**src/rtl/udp_rx_packer_if.sv**
```systemverilog
// Bundle of the byte-stream input, the packed-frame handshake and the
// drop counter for udp_rx_packer.
// The master side feeds bytes and consumes frames; the slave side is the packer.
interface udp_rx_packer_if #(
    parameter int MAX_BYTES = 120,
    parameter int CNT_W     = 16
) ();
    logic                   udp_rec_data_valid;
    logic [7:0]             udp_rec_rdata;
    logic                   pkt_valid;
    logic                   pkt_ready;
    logic [MAX_BYTES*8-1:0] pkt_data;
    logic [CNT_W-1:0]       pkt_length;
    logic                   pkt_trunc;
    logic [CNT_W-1:0]       drop_cnt;

    modport master (
        output udp_rec_data_valid, udp_rec_rdata, pkt_ready,
        input  pkt_valid, pkt_data, pkt_length, pkt_trunc, drop_cnt
    );

    modport slave (
        input  udp_rec_data_valid, udp_rec_rdata, pkt_ready,
        output pkt_valid, pkt_data, pkt_length, pkt_trunc, drop_cnt
    );
endinterface

```
**src/rtl/udp_rx_packer.sv**
```systemverilog
// Packs the UDP receive byte stream into one MSB-first wide word plus a
// byte count, and offers it to user logic over a valid/ready handshake.
// A frame that arrives while a packed frame is still held is discarded
// whole and counted in drop_cnt.
module udp_rx_packer #(
    parameter int MAX_BYTES = 120,
    parameter int CNT_W     = 16
) (
    input  logic           rgmii_clk,
    input  logic           rst,
    udp_rx_packer_if.slave bus
);
    localparam int DW = MAX_BYTES * 8;
    localparam logic [CNT_W-1:0] MAX_CNT = CNT_W'(MAX_BYTES);

    typedef enum logic [1:0] {IDLE, FILL, HOLD, DROP} state_t;

    state_t           state_q, state_d;
    logic             wait_low_q, wait_low_d;
    logic [DW-1:0]    buf_q, buf_d;
    logic [CNT_W-1:0] cnt_q, cnt_d;
    logic             trunc_q, trunc_d;
    logic             pkt_valid_q, pkt_valid_d;
    logic [DW-1:0]    pkt_data_q, pkt_data_d;
    logic [CNT_W-1:0] pkt_length_q, pkt_length_d;
    logic             pkt_trunc_q, pkt_trunc_d;
    logic [CNT_W-1:0] drop_cnt_q, drop_cnt_d;

    function automatic logic [CNT_W-1:0] sat_inc(input logic [CNT_W-1:0] x);
        return (x == {CNT_W{1'b1}}) ? x : x + CNT_W'(1);
    endfunction

    // Byte index 0 lands in the top byte lane, later bytes descend.
    function automatic logic [DW-1:0] put_byte(input logic [DW-1:0]    b,
                                               input logic [CNT_W-1:0] idx,
                                               input logic [7:0]       d);
        logic [DW-1:0] r;
        r = b;
        for (int i = 0; i < MAX_BYTES; i++) begin
            if (CNT_W'(i) == idx) r[(MAX_BYTES-1-i)*8 +: 8] = d;
        end
        return r;
    endfunction

    // Next-state and datapath updates for the packing FSM.
    always_comb begin
        state_d      = state_q;
        wait_low_d   = wait_low_q;
        buf_d        = buf_q;
        cnt_d        = cnt_q;
        trunc_d      = trunc_q;
        pkt_valid_d  = pkt_valid_q;
        pkt_data_d   = pkt_data_q;
        pkt_length_d = pkt_length_q;
        pkt_trunc_d  = pkt_trunc_q;
        drop_cnt_d   = drop_cnt_q;

        // A run that was already active when reset released is never
        // packed; arm only once the stream has been seen low.
        if (!bus.udp_rec_data_valid) wait_low_d = 1'b0;

        case (state_q)
            IDLE: begin
                if (bus.udp_rec_data_valid && !wait_low_q) begin
                    buf_d   = put_byte('0, '0, bus.udp_rec_rdata);
                    cnt_d   = CNT_W'(1);
                    trunc_d = 1'b0;
                    state_d = FILL;
                end
            end
            FILL: begin
                if (bus.udp_rec_data_valid) begin
                    if (cnt_q < MAX_CNT) buf_d = put_byte(buf_q, cnt_q, bus.udp_rec_rdata);
                    else                 trunc_d = 1'b1;
                    cnt_d = sat_inc(cnt_q);
                end else begin
                    pkt_valid_d  = 1'b1;
                    pkt_data_d   = buf_q;
                    pkt_length_d = cnt_q;
                    pkt_trunc_d  = trunc_q;
                    state_d      = HOLD;
                end
            end
            HOLD: begin
                if (bus.pkt_ready) begin
                    pkt_valid_d = 1'b0;
                    if (bus.udp_rec_data_valid) begin
                        // Held frame leaves this cycle, so the new frame may
                        // start filling immediately.
                        buf_d   = put_byte('0, '0, bus.udp_rec_rdata);
                        cnt_d   = CNT_W'(1);
                        trunc_d = 1'b0;
                        state_d = FILL;
                    end else begin
                        state_d = IDLE;
                    end
                end else if (bus.udp_rec_data_valid) begin
                    drop_cnt_d = sat_inc(drop_cnt_q);
                    state_d    = DROP;
                end
            end
            DROP: begin
                if (pkt_valid_q && bus.pkt_ready) pkt_valid_d = 1'b0;
                if (!bus.udp_rec_data_valid) begin
                    state_d = (pkt_valid_q && !bus.pkt_ready) ? HOLD : IDLE;
                end
            end
            default: state_d = IDLE;
        endcase
    end

    // Control state and output registers, cleared by reset.
    always_ff @(posedge rgmii_clk) begin
        if (rst) begin
            state_q      <= IDLE;
            wait_low_q   <= bus.udp_rec_data_valid;
            cnt_q        <= '0;
            trunc_q      <= 1'b0;
            pkt_valid_q  <= 1'b0;
            pkt_data_q   <= '0;
            pkt_length_q <= '0;
            pkt_trunc_q  <= 1'b0;
            drop_cnt_q   <= '0;
        end else begin
            state_q      <= state_d;
            wait_low_q   <= wait_low_d;
            cnt_q        <= cnt_d;
            trunc_q      <= trunc_d;
            pkt_valid_q  <= pkt_valid_d;
            pkt_data_q   <= pkt_data_d;
            pkt_length_q <= pkt_length_d;
            pkt_trunc_q  <= pkt_trunc_d;
            drop_cnt_q   <= drop_cnt_d;
        end
    end

    // Fill buffer; it is cleared whenever a frame starts, so no reset needed.
    always_ff @(posedge rgmii_clk) begin
        buf_q <= buf_d;
    end

    assign bus.pkt_valid  = pkt_valid_q;
    assign bus.pkt_data   = pkt_data_q;
    assign bus.pkt_length = pkt_length_q;
    assign bus.pkt_trunc  = pkt_trunc_q;
    assign bus.drop_cnt   = drop_cnt_q;
endmodule

```
**src/flat_wrapper.sv**
```systemverilog
// flat-port wrapper written by rule: the top's interface ports become plain ports
module udp_rx_packer_flat 
#(
    parameter int MAX_BYTES = 120,
    parameter int CNT_W     = 16
)
  (rgmii_clk, rst, bus_udp_rec_data_valid, bus_udp_rec_rdata, bus_pkt_ready, bus_pkt_valid, bus_pkt_data, bus_pkt_length, bus_pkt_trunc, bus_drop_cnt);
  udp_rx_packer_if #(.MAX_BYTES(MAX_BYTES), .CNT_W(CNT_W)) bus_i ();
  input  logic rgmii_clk;
  input  logic rst;
  input wire logic [$bits(bus_i.udp_rec_data_valid)-1:0] bus_udp_rec_data_valid;
  input wire logic [$bits(bus_i.udp_rec_rdata)-1:0] bus_udp_rec_rdata;
  input wire logic [$bits(bus_i.pkt_ready)-1:0] bus_pkt_ready;
  output wire logic [$bits(bus_i.pkt_valid)-1:0] bus_pkt_valid;
  output wire logic [$bits(bus_i.pkt_data)-1:0] bus_pkt_data;
  output wire logic [$bits(bus_i.pkt_length)-1:0] bus_pkt_length;
  output wire logic [$bits(bus_i.pkt_trunc)-1:0] bus_pkt_trunc;
  output wire logic [$bits(bus_i.drop_cnt)-1:0] bus_drop_cnt;
  assign bus_i.udp_rec_data_valid = bus_udp_rec_data_valid;
  assign bus_i.udp_rec_rdata = bus_udp_rec_rdata;
  assign bus_i.pkt_ready = bus_pkt_ready;
  assign bus_pkt_valid = bus_i.pkt_valid;
  assign bus_pkt_data = bus_i.pkt_data;
  assign bus_pkt_length = bus_i.pkt_length;
  assign bus_pkt_trunc = bus_i.pkt_trunc;
  assign bus_drop_cnt = bus_i.drop_cnt;
  udp_rx_packer #(.MAX_BYTES(MAX_BYTES), .CNT_W(CNT_W)) u_core (.rgmii_clk(rgmii_clk), .rst(rst), .bus(bus_i));
endmodule
```
**config.mk**
```make
export PLATFORM = sky130hd
export DESIGN_NAME = udp_rx_packer_flat
export DESIGN_NICKNAME = d
export VERILOG_FILES = /design/src/rtl/udp_rx_packer_if.sv /design/src/rtl/udp_rx_packer.sv /design/src/flat_wrapper.sv
export SDC_FILE = /design/constraint.sdc
export NUM_CORES = 2
export LEC_CHECK = 0
export ABC_AREA = 0
export CAP_MARGIN = 10
export CORE_MARGIN = 2
export CORE_UTILIZATION = 40
export CTS_BUF_LIST = sky130_fd_sc_hd__clkbuf_4
export CTS_CLUSTER_DIAMETER = 30
export DETAILED_ROUTE_END_ITERATION = 16
export PLACE_DENSITY_LB_ADDON = 0.3
export SYNTH_ARGS = -nofsm -noshare
export SYNTH_HDL_FRONTEND = slang
export SYNTH_SLANG_ARGS = --single-unit
```
**constraint.sdc**
```tcl
create_clock -name rgmii_clk -period 4.49 [get_ports rgmii_clk]
set_input_delay 0.6735 -clock rgmii_clk [delete_from_list [all_inputs] [get_ports rgmii_clk]]
set_output_delay 0.6735 -clock rgmii_clk [all_outputs]
set_load 0.01 [all_outputs]
```
==> impl_results.md <==
* P per Cell Area at 610 nW/um2
* Final Net Count at 7090
* Worst reg2reg path endpoint: u_core.bus.pkt_data[516]$_SDFFE_PP0P_
* Setup TNS at 0 ns
* DR iter-0 viols at 4162
* Distinct cell type count after synthesis at 60
* Yosys top cell by area: edfxtp_1
* Wire length per cell at 22.1 um
* Root Driver: clkbuf_4
* Die width at 410 um
* Reg clk slew, reported paths at 0.07 ns
* Compound-gate portion of the synthesized area at 8.93%
* Main combinational cell family by area after synthesis: simple AND/OR/NAND/NOR gates
* First-pass GRT wire length at 306000 um
* Number of synthesized flops with an enable pin at 961
* Hold Fails Final Rpt at 0
* Resize count post-CTS at 0
* Hold Startpoint: bus_udp_rec_data_valid
* TritonCTS clock tree: done
* Fraction of registers with async set/reset at 0%
* Final min period at 3.27 ns
* Syn Inst Count at 5793
* CP Launch Type: flop
* Max transition margin at 33.3%
* Ys Warns at 0
* Core area at 164000 um2
* HPWL Detailed at 135000 um
* Hold Path Stages at 4
* CTS sink count at 1974
* Final period util at 72.8%
* Setup Skew at 0.163 ns
* Post-Syn Area at 65900 um2
* Synth Area in XOR/XNOR at 0%
* Drt drc at 0
* Skew-Pair Late Insertion Delay at 1.49 ns
* Hold Path End: u_core.bus.pkt_data[957]$_SDFFE_PP0P_
* Share of layout cells above drive strength 1 at 13.8%
* Tightest Hold Check Type: input port to flop
* Most common cell after layout, fill and taps aside: nand2_1
* IO Port Bufs at 1005
* Register-to-register setup slack at 1.26 ns
* Vias after detailed routing at 49000
* Max Fanout on Critical Path at 7
* Sequential cell area fraction in the yosys report at 74.5%
* Maximum VDD drop at 0.479 mV
* Num CTS Buffers at 492
* Worst path top cell family by delay: buffers and inverters
* Share of Yosys cell area claimed by the top area cell type at 43.8%
* Max-slew violation count at 0
* 1st-pass router iterations at 6
* Arrival @ worst endpoint at 2.59 ns
* # Post-CTS Setup Buffers at 0
* FF-to-FF path depth at 8
* Initial antenna violation count at 15
* Crit path kind: flop to primary output
* Critical-path top delay cell: clkdlybuf4s50_1
* CTS H-tree lvls at 5
* Mean Syn Cell Area at 11.4 um2
* Max Cap Viol at 0
* DIE AREA at 168000 um2
* CP Data Required Time at 3.82 ns
* CTS Buffer Depth at 4
* Detail Route Antenna Nets at 0
* Status: finished clean
* Reg2reg start: u_core.state_q[1]$_SDFFE_PP0P_
* Area growth syn-to-layout at 29.9%
* IO Count at 1006
* Mux contribution to synthesized area at 0.233%
* Crit end category: primary output
* Placer congestion estimate at 0.832
* RSZ-0062 raised after global routing: false
* Post-synthesis sequential element count at 1974
* Final core occ at 52.1%
* # setup viols final at 0
* Synth Flop Type: dfxtp_1
* Most frequent cells in the layout: nand2_1, a21oi_1, dfxtp_1, clkdlybuf4s50_1, edfxtp_1
* P_leak at 29.4 nW
* Filler instances at 14500
* Largest net degree at the start of global routing at 172
* Row count at 149
* Net Count, Synth at 5814
* Vias in the first global route at 46900
* Worst slew pin tran at 1.00 ns
* Adder-cell share of the synthesized area at 0.171%
* Initial core utilization at 40.1%
* Worst Path Buf+Inv at 1
* Fmax at 0.306 GHz
* Synth top area cells: edfxtp_1, dfxtp_1, nand2_1, a21oi_1, clkbuf_1
* Vert. Die Dim at 410 um
* Cell Chain, Critical Path: clkdlybuf4s50_1
* Global Route Usage Sum at 24.6%
* Simple-gate share of the synthesized area at 13.7%
* WL final at 214000 um
* Vias per std cell at 5.06
* CP max stage delay at 0.72 ns
* Congestion Overflow GR at 0
-- cell usage after synthesis (3+ instances only) --
library cell	number
nand2_1	1986
a21oi_1	1114
dfxtp_1	1013
edfxtp_1	961
clkbuf_1	298
nor2_1	119
buf_2	70
nand3_1	21
nand2b_1	19
inv_1	16
nor4_4	15
mux2i_1	12
nor3_1	12
and2_1	10
nor4_1	10
ha_1	9
buf_1	8
o31ai_1	8
or4_1	7
and3_1	6
nand4_1	6
nor2_2	6
a211oi_1	5
o21ai_0	5
nor2b_1	4
or3_1	4
and4_1	3
mux2_2	3
o32ai_1	3
or2_2	3
-- registers in the layout, indices dropped and copies added, names as in the netlist --
signal and cells:
u_core.buf_q 960, u_core.bus.pkt_data 960, u_core.bus.drop_cnt 16, u_core.bus.pkt_length 16, u_core.cnt_q 16, u_core.state_q 2, u_core.bus.pkt_trunc 1, u_core.bus.pkt_valid 1
u_core.trunc_q 1, u_core.wait_low_q 1
-- per-stage QoR --
| stage | worst slack, ns | cells | instance area, um2 | power [W] | hold WS, ns |
|---|---|---|---|---|---|
| after global placement | 1.15 | 8754 | 78900 | 0.0369 | 0.442 |
| final | 1.22 | 9683 | 85600 | 0.0522 | 0.352 |
| after detailed placement | 1.08 | 8754 | 78900 | 0.0371 | 0.446 |
| after CTS | 0.990 | 9673 | 85600 | 0.0527 | 0.120 |
| after floorplan | 1.26 | 5793 | 65900 | 0.0312 | 0.432 |
| after global routing | 0.978 | 9680 | 85600 | 0.0547 | 0.237 |
-- logic make-up (layout without fill, tap and decap cells) --
group / after synthesis / count (layout)
buffers and inverters: 397 / 2088
flip-flops: 1974 / 1974
multiplexers: 15 / 15
AND/OR/NAND/NOR: 2244 / 2244
AO/OA/AOI/OAI: 1154 / 1154
other: 0 / 10
adder cells (fa/ha/maj): 9 / 9
-- area by class of cell --
cell class / count / area (um2) / area share (%)
antenna: 10 / 25.0 / 0.0292
clock buffer: 796 / 5980 / 6.98
clock inverter: 113 / 654 / 0.764
inverter: 17 / 66.3 / 0.0774
multi-input combinational: 3422 / 15300 / 17.8
sequential: 1974 / 49100 / 57.4
tap: 2189 / 2740 / 3.20
timing repair buffer: 1162 / 11800 / 13.7
-- per-layer routing --
layer / vias up / wire length [um] / track usage [%]
met3: 336 / 19200 / 6.84
met1: 23800 / 87800 / 32.1
li1: 22600 / - / -
met5: - / 13 / 0
met2: 2230 / 100000 / 39.1
met4: 2 / 6760 / 9.28
-- report_power, final --
group          total, W  switching [W]  internal (W)
combinational    0.0100        0.00678       0.00325
clock            0.0155        0.00714       0.00840
sequential       0.0267        0.00191        0.0248
total            0.0522         0.0158        0.0364
-- worst max-delay path by stage --
stage	startpoint	end	slack, ns	cells after the start
floorplan	u_core.state_q[1]$_SDFFE_PP0P_	u_core.buf_q[0]$_DFFE_PP_	1.26	5
global placement	u_core.state_q[1]$_SDFFE_PP0P_	u_core.buf_q[380]$_DFFE_PP_	1.15	6
detailed placement	bus_udp_rec_data_valid	u_core.buf_q[704]$_DFFE_PP_	1.08	6
CTS	u_core.bus.drop_cnt[5]$_SDFFE_PP0P_	bus_drop_cnt[5]	0.99	1
global route	u_core.state_q[1]$_SDFFE_PP0P_	u_core.bus.pkt_data[507]$_SDFFE_PP0P_	0.98	8
finish	u_core.bus.drop_cnt[5]$_SDFFE_PP0P_	bus_drop_cnt[5]	1.22	1
-- timing repair --
item	in CTS	in global routing
endpoints found under the setup margin	0	0
hold buffers	10	0
hold endpoints to repair	466	0
No activity file was read; power rests on OpenSTA's default activity.
